File: config.mk
export PLATFORM = sky130hd
export DESIGN_NAME = multi_debounce
export DESIGN_NICKNAME = d
export VERILOG_FILES = /design/src/rtl/multi_debounce.sv
export SDC_FILE = /design/constraint.sdc
export NUM_CORES = 1
export LEC_CHECK = 0
export ABC_AREA = 1
export BUFFER_PORTS_ARGS = -buffer_cell sky130_fd_sc_hd__buf_2
export CAP_MARGIN = 15
export CORE_AREA = 4 4 127 92
export DETAILED_ROUTE_END_ITERATION = 10
export DIE_AREA = 0 0 131 96
export PLACE_DENSITY = 0.83
export SLEW_MARGIN = 20
export SYNTH_ARGS = -nofsm -noshare
export SYNTH_HDL_FRONTEND = slang
export SYNTH_SLANG_ARGS = --single-unit
File: constraint.sdc
create_clock -name clk -period 1.58 [get_ports clk]
set_clock_uncertainty 0.1 [all_clocks]
set_input_delay 0.237 -clock clk [delete_from_list [all_inputs] [get_ports clk]]
set_output_delay 0.237 -clock clk [all_outputs]
set_load 0.1 [all_outputs]
File: src/rtl/multi_debounce.sv
// Multi-channel push-button conditioner: synchroniser, stability qualifier,
// debounced level, press/release strobes and optional hold-to-repeat strobes.
module multi_debounce #(
  parameter int unsigned CHANNELS      = 4,
  parameter int unsigned COUNT_WIDTH   = 22,
  parameter int unsigned STABLE_COUNT  = 4194303,
  parameter int unsigned SYNC_STAGES   = 2,
  parameter int unsigned ACTIVE_LOW_IN = 0,
  parameter int unsigned REPEAT_DELAY  = 0,
  parameter int unsigned REPEAT_PERIOD = 0,
  parameter int unsigned REPEAT_WIDTH  = 24
) (
  input  logic                clk,
  input  logic                rst_n,
  input  logic [CHANNELS-1:0] button,
  output logic [CHANNELS-1:0] level_o,
  output logic [CHANNELS-1:0] press_o,
  output logic [CHANNELS-1:0] release_o,
  output logic [CHANNELS-1:0] repeat_o,
  output logic                any_press_o
);

  localparam logic [COUNT_WIDTH-1:0] CNT_LAST = COUNT_WIDTH'(STABLE_COUNT - 1);

  logic [CHANNELS-1:0]    pin_level;
  logic [CHANNELS-1:0]    sync_q [SYNC_STAGES];
  logic [CHANNELS-1:0]    s;
  logic [COUNT_WIDTH-1:0] cnt [CHANNELS];
  logic [CHANNELS-1:0]    differ;
  logic [CHANNELS-1:0]    accept;

  assign pin_level = (ACTIVE_LOW_IN != 0) ? ~button : button;

  always_ff @(posedge clk or negedge rst_n) begin
    if (!rst_n) begin
      for (int unsigned i = 0; i < SYNC_STAGES; i++) sync_q[i] <= '0;
    end else begin
      sync_q[0] <= pin_level;
      for (int unsigned i = 1; i < SYNC_STAGES; i++) sync_q[i] <= sync_q[i-1];
    end
  end

  assign s = sync_q[SYNC_STAGES-1];

  // A change is taken on the edge that completes STABLE_COUNT differing cycles.
  always_comb begin
    differ = s ^ level_o;
    accept = '0;
    for (int unsigned ch = 0; ch < CHANNELS; ch++) begin
      accept[ch] = differ[ch] && (cnt[ch] == CNT_LAST);
    end
  end

  always_ff @(posedge clk or negedge rst_n) begin
    if (!rst_n) begin
      for (int unsigned ch = 0; ch < CHANNELS; ch++) cnt[ch] <= '0;
      level_o   <= '0;
      press_o   <= '0;
      release_o <= '0;
    end else begin
      level_o   <= level_o ^ accept;
      press_o   <= accept & s;
      release_o <= accept & ~s;
      for (int unsigned ch = 0; ch < CHANNELS; ch++) begin
        if (!differ[ch] || accept[ch]) cnt[ch] <= '0;
        else                           cnt[ch] <= cnt[ch] + COUNT_WIDTH'(1);
      end
    end
  end

  assign any_press_o = |press_o;

  if (REPEAT_DELAY > 0) begin : g_repeat
    // rc holds (cycles since press - 1) so the strobe lands exactly REPEAT_DELAY
    // cycles after press_o; reload keeps the spacing at REPEAT_PERIOD.
    localparam logic [REPEAT_WIDTH-1:0] RC_LAST   = REPEAT_WIDTH'(REPEAT_DELAY - 1);
    localparam logic [REPEAT_WIDTH-1:0] RC_RELOAD = REPEAT_WIDTH'(REPEAT_DELAY - REPEAT_PERIOD);

    logic [REPEAT_WIDTH-1:0] rc [CHANNELS];
    logic [CHANNELS-1:0]     rep_hit;

    always_comb begin
      rep_hit = '0;
      for (int unsigned ch = 0; ch < CHANNELS; ch++) begin
        rep_hit[ch] = level_o[ch] && !accept[ch] && (rc[ch] == RC_LAST);
      end
    end

    always_ff @(posedge clk or negedge rst_n) begin
      if (!rst_n) begin
        for (int unsigned ch = 0; ch < CHANNELS; ch++) rc[ch] <= '0;
        repeat_o <= '0;
      end else begin
        repeat_o <= rep_hit;
        for (int unsigned ch = 0; ch < CHANNELS; ch++) begin
          if (!level_o[ch] || accept[ch]) rc[ch] <= '0;
          else if (rep_hit[ch])           rc[ch] <= RC_RELOAD;
          else                            rc[ch] <= rc[ch] + REPEAT_WIDTH'(1);
        end
      end
    end
  end else begin : g_no_repeat
    assign repeat_o = '0;
  end

endmodule

==> impl_metrics.csv, run 1 <==
group,metric,value,unit
status,status,"finished with violations",
status,violations,"setup timing",
synth,syn_avg_cell_area,7.75,um^2
clock_network,cts_buffers,9,
clock_network,clk_latency,0.36,ns
detailed_routing,drtIter0Drc,538,
setup_path,worstPathMaxFanout,2,
synth,synth_simple_gate_area_frac,0.368,
cells_and_area,layout_commonest_cell,"nand2_1",
clock_network,cts.sinks,108,
grt,grt_busiest_layer,"met2",
min_path,hp-class,"input port to asynchronous set/reset pin",
clock_network,path_clk_slew,0.07,ns
setup_path,cp-end-kind,"output port",
cells_and_area,final_area,0.00711,mm^2
sta,timing.final.ws_setup,-0.236,ns
detailed_routing,firstDrtPassIters,5,
sta,slew_violations,0,
floorplanning,io_pins,23,
cells_and_area,mostFrequentLayoutCells,"203 x nand2_1, 168 x nor2_1, 96 x dfrtp_1",
setup_path,crit_arrival,1.48,ns
grt,grt_pass1_wl,20.5,mm
grt,antenna_found_initial,0,
setup_path,required,1.24,ns
clock_network,cts_tree,"built",
floorplanning,die_area,0.0126,mm^2
synth,yosysSeqAreaShare,0.468,
floorplanning,start_util,0.557,
grt,grt_usage,0.208,
synth,synth-xor-area-share,0.0850,
synth,syn-cell-area,0.00577,mm^2
synth,synth-adder-area-share,0.0173,
placed_design,place_area,0.00629,mm^2
grt,use_met2,0.315,
sta,min_period,1.82,ns
cells_and_area,area_growth,23.2,%
job,drv_cap,0,
synth,ys_warn_count,0,
grt,grt-ovfl-total,0,
setup_path,start_kind,"register",
synth,synth_top_family_by_area,"simple AND/OR/NAND/NOR gates",
sta,setup_violations,23,
grt,use_met3,0.0477,
cells_and_area,drive_above_1_share,0.225,
synth,synth_cells,745,
setup_path,crit_type,"register to output port",
power,vdd_drop_max,0.000585,V
cells_and_area,antenna_cells,0,
detailed_routing,ant_nets,0,
sta,fin_setup_tns,-2.25,ns
placed_design,io_buffers,18,
clock_network,clock-root-buffer,"clkbuf_16",
synth,ys_types,25,
synth,ys_ff_latch,108,
power,power.density,771,mW/mm^2
floorplanning,coreArea,0.0104,mm^2
synth,synth_mux_area_frac,0,
synth,synth_compound_area_frac,0.00347,
clock_network,clock_path_buffers,2,
detailed_routing,vias_per_cell,5.12,
sta,finalHoldViolCount,0,
detailed_routing,num_vias,4948,
placed_design,dpl.hpwl,8.79,mm
grt,grt_use_met1,0.301,
power,p_leak,0.00301,uW
sta,rsz0062_at_grt,"true",
detailed_routing,wirelength,13.4,mm
floorplanning,num_rows,31,
sta,max_freq,551,MHz
clock_network,cts-htree-levels,3,
setup_path,r2r_cells,8,
floorplanning,die_h,96,um
detailed_routing,drc,0,
sta,timing.hold.ws,0.213,ns
sta,fin_crit_sh,1.15,
cells_and_area,nets,844,
placed_design,gp_congestion,0.911,
grt,grt_start_max_net_pins,33,
grt,grt_pass1_vias,4457,
detailed_routing,wl_per_cell,13.8,um
floorplanning,die_x,131,um
[final cells by class]
class	instances	area, um^2
inverter	57	214
fill	779	3240
sequential	108	2720
multi-input combinational	571	2980
clock inverter	6	71.3
tap	132	165
clock buffer	10	229
timing repair buffer	83	738
[metal layers]
layer / routed length, um / up-vias / share of wire
li1: - / 2444 / -
met1: 6130 / 2313 / 0.46
met2: 6210 / 174 / 0.46
met3: 886 / 17 / 0.066
met4: 156 / 0 / 0.012
met5: 0 / - / 0
[registers in the layout (all words and copies together) (netlist names), named ones only]
register / count
cnt: 88
s: 4
sync_q: 4
press_o: 4
release_o: 4
[cell usage after synthesis, drive strengths merged]
master	number	area share
or4	1	0.0013
ha	8	0.017
nor3	8	0.0087
nand2	222	0.15
inv	57	0.037
nand3	42	0.039
nor2	213	0.15
dfrtp	108	0.47
o21ai	3	0.0026
and2	2	0.0022
buf	12	0.021
or2	2	0.0022
conb	1	0.00065
a21oi	1	0.00087
and3	3	0.0033
xor2	22	0.033
xnor2	34	0.052
nand4	6	0.0065
[power breakdown]
part	switching [uW]	leakage [uW]	internal, uW
clock network	1050	0.000140	1240
registers	35.3	0.00146	2800
logic	220	0.00141	134
[per-stage QoR]
stage               total power [uW]  utilization  setup slack (ns)  cells
finish                          5480        0.687            -0.236    967
CTS                             5480        0.643            -0.250    942
global route                    5700        0.687            -0.268    967
floorplan                       3040            -            -0.123    748
global placement                3160        0.607            0.0529    921
detailed placement              3170        0.607            0.0299    921
[critical path: stages, from the launching register on]
cell and delay, ns:
dfrtp_2 0.40, or4_4 0.55, buf_12 0.18
[path summary, 6_finish.rpt]
check,from,to,slack (ns)
worst max-delay path,press_o[1],any_press_o,-0.24
worst min-delay path,rst_n,cnt[11],0.21
worst max register to register,cnt[22],cnt[33],-0.11
worst min register to register,sync_q[4],s[0],0.25
max in group asynchronous,rst_n,cnt[2],0.64
min in group clk,sync_q[4],s[0],0.25
[timing repair]
action                                  CTS  global route
hold buffers                              5             0
endpoints found under the setup margin    6            92
resized for setup                         5            68
cloned                                    0             3
hold endpoints to repair                 96             0
pin swaps                                 1            27
buffers inserted                          0            22
[kinds of logic (layout without fill, tap and decap cells)]
logic type,Yosys count,after routing
AOI/OAI and AO/OA,4,4
xor gates and xnor gates,56,56
adders and majority gates,8,8
buffers and inverters,69,156
DFF,108,108
other,1,4
and+or+nand+nor,499,499
Note: power is estimated with default switching activity, not from simulation.
==> run 2: changes to the inputs <==
==> constraint.sdc (replaced) <==
create_clock -name clk -period 1.58 [get_ports clk]
set_clock_uncertainty 0.1 [all_clocks]
set_input_delay 0.158 -clock clk [delete_from_list [all_inputs] [get_ports clk]]
set_output_delay 0.158 -clock clk [all_outputs]
set_load 0.1 [all_outputs]
==> impl_metrics.csv, run 2 (synthesis results as in run 1) <==
group,metric,value,unit
setup_path,critical_path_buf_inv_count,1,
cells_and_area,area_growth,24.9,%
sta,setup_violations,34,
sta,finalHoldViolCount,0,
floorplanning,die_x,131,um
floorplanning,die_h,96,um
setup_path,slowest_delay,0.54,ns
cells_and_area,final_cell_count_no_fill,969,
detailed_routing,ant_nets,0,
floorplanning,die_area,0.0126,mm^2
sta,fin_crit_sh,1.10,
grt,grt_usage,0.210,
detailed_routing,m1WireLength,6.44,mm
detailed_routing,firstDrtPassIters,8,
cells_and_area,drive_above_1_share,0.249,
clock_network,cts_buffers,9,
sta,max_freq,577,MHz
min_path,hp-class,"input port to asynchronous set/reset pin",
power,p_leak,0.00304,uW
cells_and_area,regArea,0.00272,mm^2
clock_network,clock-root-buffer,"clkbuf_16",
cells_and_area,fillers,794,
placed_design,dp.cells,920,
cells_and_area,largest_register,"cnt",
power,power.density,743,mW/mm^2
sta,rsz0062_at_grt,"true",
floorplanning,io_pins,23,
grt,grt_start_max_net_pins,39,
cells_and_area,mostFrequentLayoutCells,"198 x nand2_1, 153 x nor2_1, 98 x dfrtp_1",
sta,min_period,1.73,ns
clock_network,clk_latency,0.36,ns
power,vdd_drop_max,0.000700,V
setup_path,cp-end-kind,"output port",
setup_path,required,1.32,ns
clock_network,cts-htree-levels,3,
cells_and_area,layout_commonest_cell,"nand2_1",
sta,relSlewSlack,0.657,
setup_path,start_kind,"register",
detailed_routing,wl_met3,770,um
floorplanning,coreArea,0.0104,mm^2
grt,grt_pass1_wl,20.9,mm
detailed_routing,wl_per_cell,13.9,um
setup_path,worstPathCellList,"or4_4 -> buf_8",
detailed_routing,highest_layer,"met4",
cells_and_area,largest_reg_flops,88,
setup_path,crit_arrival,1.48,ns
grt,grt-ovfl-total,0,
setup_path,crit_type,"register to output port",
setup_path,cpLargestDelayFamily,"simple AND/OR/NAND/NOR gates",
sta,slew_violations,0,
status,violations,"setup timing",
setup_path,worstPathMaxFanout,2,
sta,tightest_slew,0.518,ns
grt,grt_pass1_vias,4451,
setup_path,r2r_slack,-0.08,ns
detailed_routing,num_vias,4973,
placed_design,dpl.hpwl,8.77,mm
setup_path,slowest_stage,"or4_4",
status,status,"finished with violations",
clock_network,path_clk_slew,0.08,ns
detailed_routing,route.met2.wl,6.09,mm
placed_design,io_buffers,18,
cells_and_area,antenna_cells,0,
job,drv_cap,0,
cells_and_area,nets,846,
cells_and_area,multi_input_area,0.00308,mm^2
detailed_routing,drc,0,
detailed_routing,drtIter0Drc,456,
grt,antenna_found_initial,0,
floorplanning,num_rows,31,
detailed_routing,wirelength,13.5,mm
sta,timing.final.ws_setup,-0.153,ns
clock_network,clock_path_buffers,2,
detailed_routing,vias_per_cell,5.13,
floorplanning,start_util,0.557,
placed_design,gp_congestion,0.948,
sta,timing.hold.ws,0.158,ns
clock_network,cts.sinks,108,
clock_network,cts_tree,"built",
==> run 2: changes by cell type in the layout (fill, tap and decap cells not counted), sizes merged <==
cell      delta
clkinvlp     -1
clkbuf       +2
nand2        +1
bufinv       -1
clkinv       +2
buf          -1
==> run 2: worst paths after layout <==
kind / from / to / cells past startpoint
min in group clk: sync_q[4] / s[0] / 0
max in group asynchronous: rst_n / press_o[1] / 3
setup / recovery: press_o[1] / any_press_o / 2
hold reg to reg: sync_q[4] / s[0] / 0
setup reg to reg: cnt[31] / cnt[35] / 8
hold / removal: rst_n / cnt[13] / 2
==> run 2: per-stage QoR <==
stage | setup TNS, ns | instance area [um^2] | power (uW) | utilization | setup WS [ns]
after CTS | -0.168 | 6600 | 5310 | 0.637 | -0.168
after global routing | -6.04 | 7210 | 5570 | 0.697 | -0.184
final | -1.64 | 7210 | 5360 | 0.697 | -0.153
after detailed placement | 0 | 6260 | 3170 | 0.605 | 0.0259
after floorplan | -0.133 | 5800 | 3040 | - | -0.133
after global placement | 0 | 6260 | 3160 | 0.605 | 0.0838
==> run 2: timing repair <==
item / CTS / global route
pin swaps: 0 / 26
setup endpoints to repair: 1 / 92
gates cloned: 0 / 6
hold buffers: 5 / 0
hold endpoints to repair: 95 / 0
gates resized for setup: 3 / 94
setup buffers: 0 / 22
==> run 2: worst register-to-register path, delay by kind of cell, from the launching register on <==
family,cells,cell delay [ns]
AND/OR/NAND/NOR,6,0.76
flip-flops,1,0.39
buffers and inverters,2,0.29
==> run 2: per-layer routing <==
layer  vias to the layer above  global-route usage
met1                      2358               0.313
li1                       2437                   -
met4                         0              0.0565
met3                        20              0.0499
met2                       158               0.306
met5                         -                   0
==> run 2: area by class of cell <==
type,count,share of cell area
clock inverter,6,0.00659
clock buffer,10,0.0317
tap,132,0.0229
timing repair buffer,84,0.105
sequential,108,0.376
multi-input combinational,572,0.427
inverter,57,0.0297
==> run 2: where the power goes <==
group | switching (uW) | internal [uW] | total [uW]
sequential | 35.7 | 2800 | 2830
clock | 1060 | 1080 | 2140
combinational | 237 | 148 | 385
==> run 3: changes to the inputs <==
--- a/config.mk
+++ b/config.mk
@@ -16,3 +16,4 @@
 export SYNTH_ARGS = -nofsm -noshare
 export SYNTH_HDL_FRONTEND = slang
 export SYNTH_SLANG_ARGS = --single-unit
+export TNS_END_PERCENT = 10
==> constraint.sdc (replaced) <==
create_clock -name clk -period 1.58 [get_ports clk]
set_clock_uncertainty 0.1 [all_clocks]
set_input_delay 0.237 -clock clk [delete_from_list [all_inputs] [get_ports clk]]
set_output_delay 0.237 -clock clk [all_outputs]
set_load 0.1 [all_outputs]
==> impl_metrics.csv, run 3 (synthesis results as in run 1) <==
group,metric,value,unit
sta,setup_violations,23,
setup_path,required,1.24,ns
detailed_routing,drtIter0Drc,413,
setup_path,crit_arrival,1.47,ns
sta,max_freq,554,MHz
cells_and_area,largest_reg_flops,88,
detailed_routing,ant_nets,0,
clock_network,clock_path_buffers,2,
power,power.density,812,mW/mm^2
cells_and_area,layout_commonest_cell,"nand2_1",
clock_network,cts-htree-levels,3,
clock_network,cts_buffers,9,
floorplanning,start_util,0.557,
grt,grt_usage,0.205,
clock_network,cts_tree,"built",
placed_design,dpl.hpwl,8.77,mm
detailed_routing,wl_per_cell,13.6,um
grt,grt_start_max_net_pins,48,
power,vdd_drop_max,0.000583,V
placed_design,dpl_worst_slack,0.0144,ns
sta,fin_crit_sh,1.14,
placed_design,gp_congestion,0.920,
power,p_leak,0.00298,uW
job,drv_cap,0,
detailed_routing,wirelength,13.0,mm
detailed_routing,num_vias,4912,
clock_network,clk_latency,0.35,ns
cells_and_area,area_growth,21.3,%
setup_path,cp-end-kind,"output port",
floorplanning,coreArea,0.0104,mm^2
sta,rsz0062_at_grt,"true",
clock_network,cts.sinks,108,
sta,timing.final.ws_setup,-0.224,ns
floorplanning,num_rows,31,
min_path,hp-class,"input port to asynchronous set/reset pin",
setup_path,worstPathMaxFanout,2,
placed_design,io_buffers,18,
grt,grt_pass1_vias,4339,
detailed_routing,firstDrtPassIters,5,
cells_and_area,largest_register,"cnt",
sta,min_period,1.80,ns
floorplanning,die_area,0.0126,mm^2
detailed_routing,vias_per_cell,5.14,
floorplanning,io_pins,23,
floorplanning,die_h,96,um
floorplanning,die_x,131,um
detailed_routing,drc,0,
cells_and_area,mostFrequentLayoutCells,"203 x nand2_1, 174 x nor2_1, 101 x dfrtp_1",
sta,timing.hold.ws,0.249,ns
cells_and_area,nets,833,
grt,grt_pass1_wl,20.3,mm
clock_network,path_clk_slew,0.07,ns
clock_network,clock-root-buffer,"clkbuf_16",
status,violations,"setup timing",
sta,finalHoldViolCount,0,
cells_and_area,drive_above_1_share,0.199,
grt,grt-ovfl-total,0,
cells_and_area,antenna_cells,0,
setup_path,start_kind,"register",
setup_path,crit_type,"register to output port",
sta,slew_violations,0,
sta,relSlewSlack,0.651,
sta,tightest_slew,0.527,ns
status,status,"finished with violations",
grt,antenna_found_initial,0,
run 3: cell types whose count changed in the layout (fill, tap and decap cells not counted), moves of 3 or more:
cell / before / now
nor2_1: 153 / 174
nor2_4: 30 / 12
buf_4: 51 / 40
nand2_1: 198 / 203
dfrtp_1: 98 / 101
dfrtp_2: 10 / 7
inv_1: 53 / 56
inv_2: 4 / 1
nand2_2: 19 / 16
nand2_4: 5 / 2
nor2_2: 30 / 27
run 3: power by group:
part	internal (uW)	leakage, uW	total (uW)	switching (uW)
sequential	2800	0.00147	2830	33.2
combinational	127	0.00135	339	212
clock	1480	0.000158	2510	1030
total	4400	0.00298	5680	1280
run 3: repair_timing:
| item | CTS | global route |
|---|---|---|
| hold buffers | 5 | 0 |
| resized for setup | 3 | 44 |
| setup buffers | 0 | 10 |
| cloned | 0 | 4 |
| pin swaps | 1 | 8 |
| endpoints found under the setup margin | 2 | 94 |
| endpoints found under the hold margin | 30 | 0 |
run 3: routing by layer:
layer,up-vias,track usage,wire length (um),part of all wire
li1,2411,-,-,-
met1,2329,0.305,6270,0.48
met2,154,0.302,5710,0.44
met3,18,0.0521,861,0.066
met4,0,0.0462,136,0.010
met5,-,0,0,0
run 3: critical path, cell delays in order (launching register included):
cell	delay, ns
dfrtp_2	0.40
or4_4	0.53
buf_8	0.19
run 3: stage by stage:
step | TNS (ns) | cell area, um^2 | power, uW | instances | util
after global routing | -4.95 | 7000 | 5870 | 956 | 0.676
after detailed placement | 0 | 6270 | 3160 | 921 | 0.605
after floorplan | -6.52 | 5790 | 3040 | 748 | -
final | -0.911 | 7000 | 5680 | 956 | 0.676
after global placement | 0 | 6270 | 3160 | 921 | 0.605
after CTS | -0.236 | 6670 | 5670 | 942 | 0.644
run 3: final timing paths:
path                             from          end  slack (ns)  depth (start not counted)
max in group asynchronous       rst_n    sync_q[7]        0.57                          3
max                        press_o[1]  any_press_o       -0.22                          2
max reg2reg                   cnt[22]      cnt[38]       -0.05                          8
min reg2reg                 sync_q[7]         s[3]        0.26                          0
min in group clk            sync_q[7]         s[3]        0.26                          0
min                             rst_n    sync_q[5]        0.25                          2
run 3: cell type report:
cell class,count,area (um^2)
Tap cell,132,165
Sequential cell,108,2710
Timing Repair Buffer,72,668
Clock buffer,11,253
Fill cell,829,3360
Inverter,57,214
Multi-Input combinational cell,571,2910
Clock inverter,5,83.8
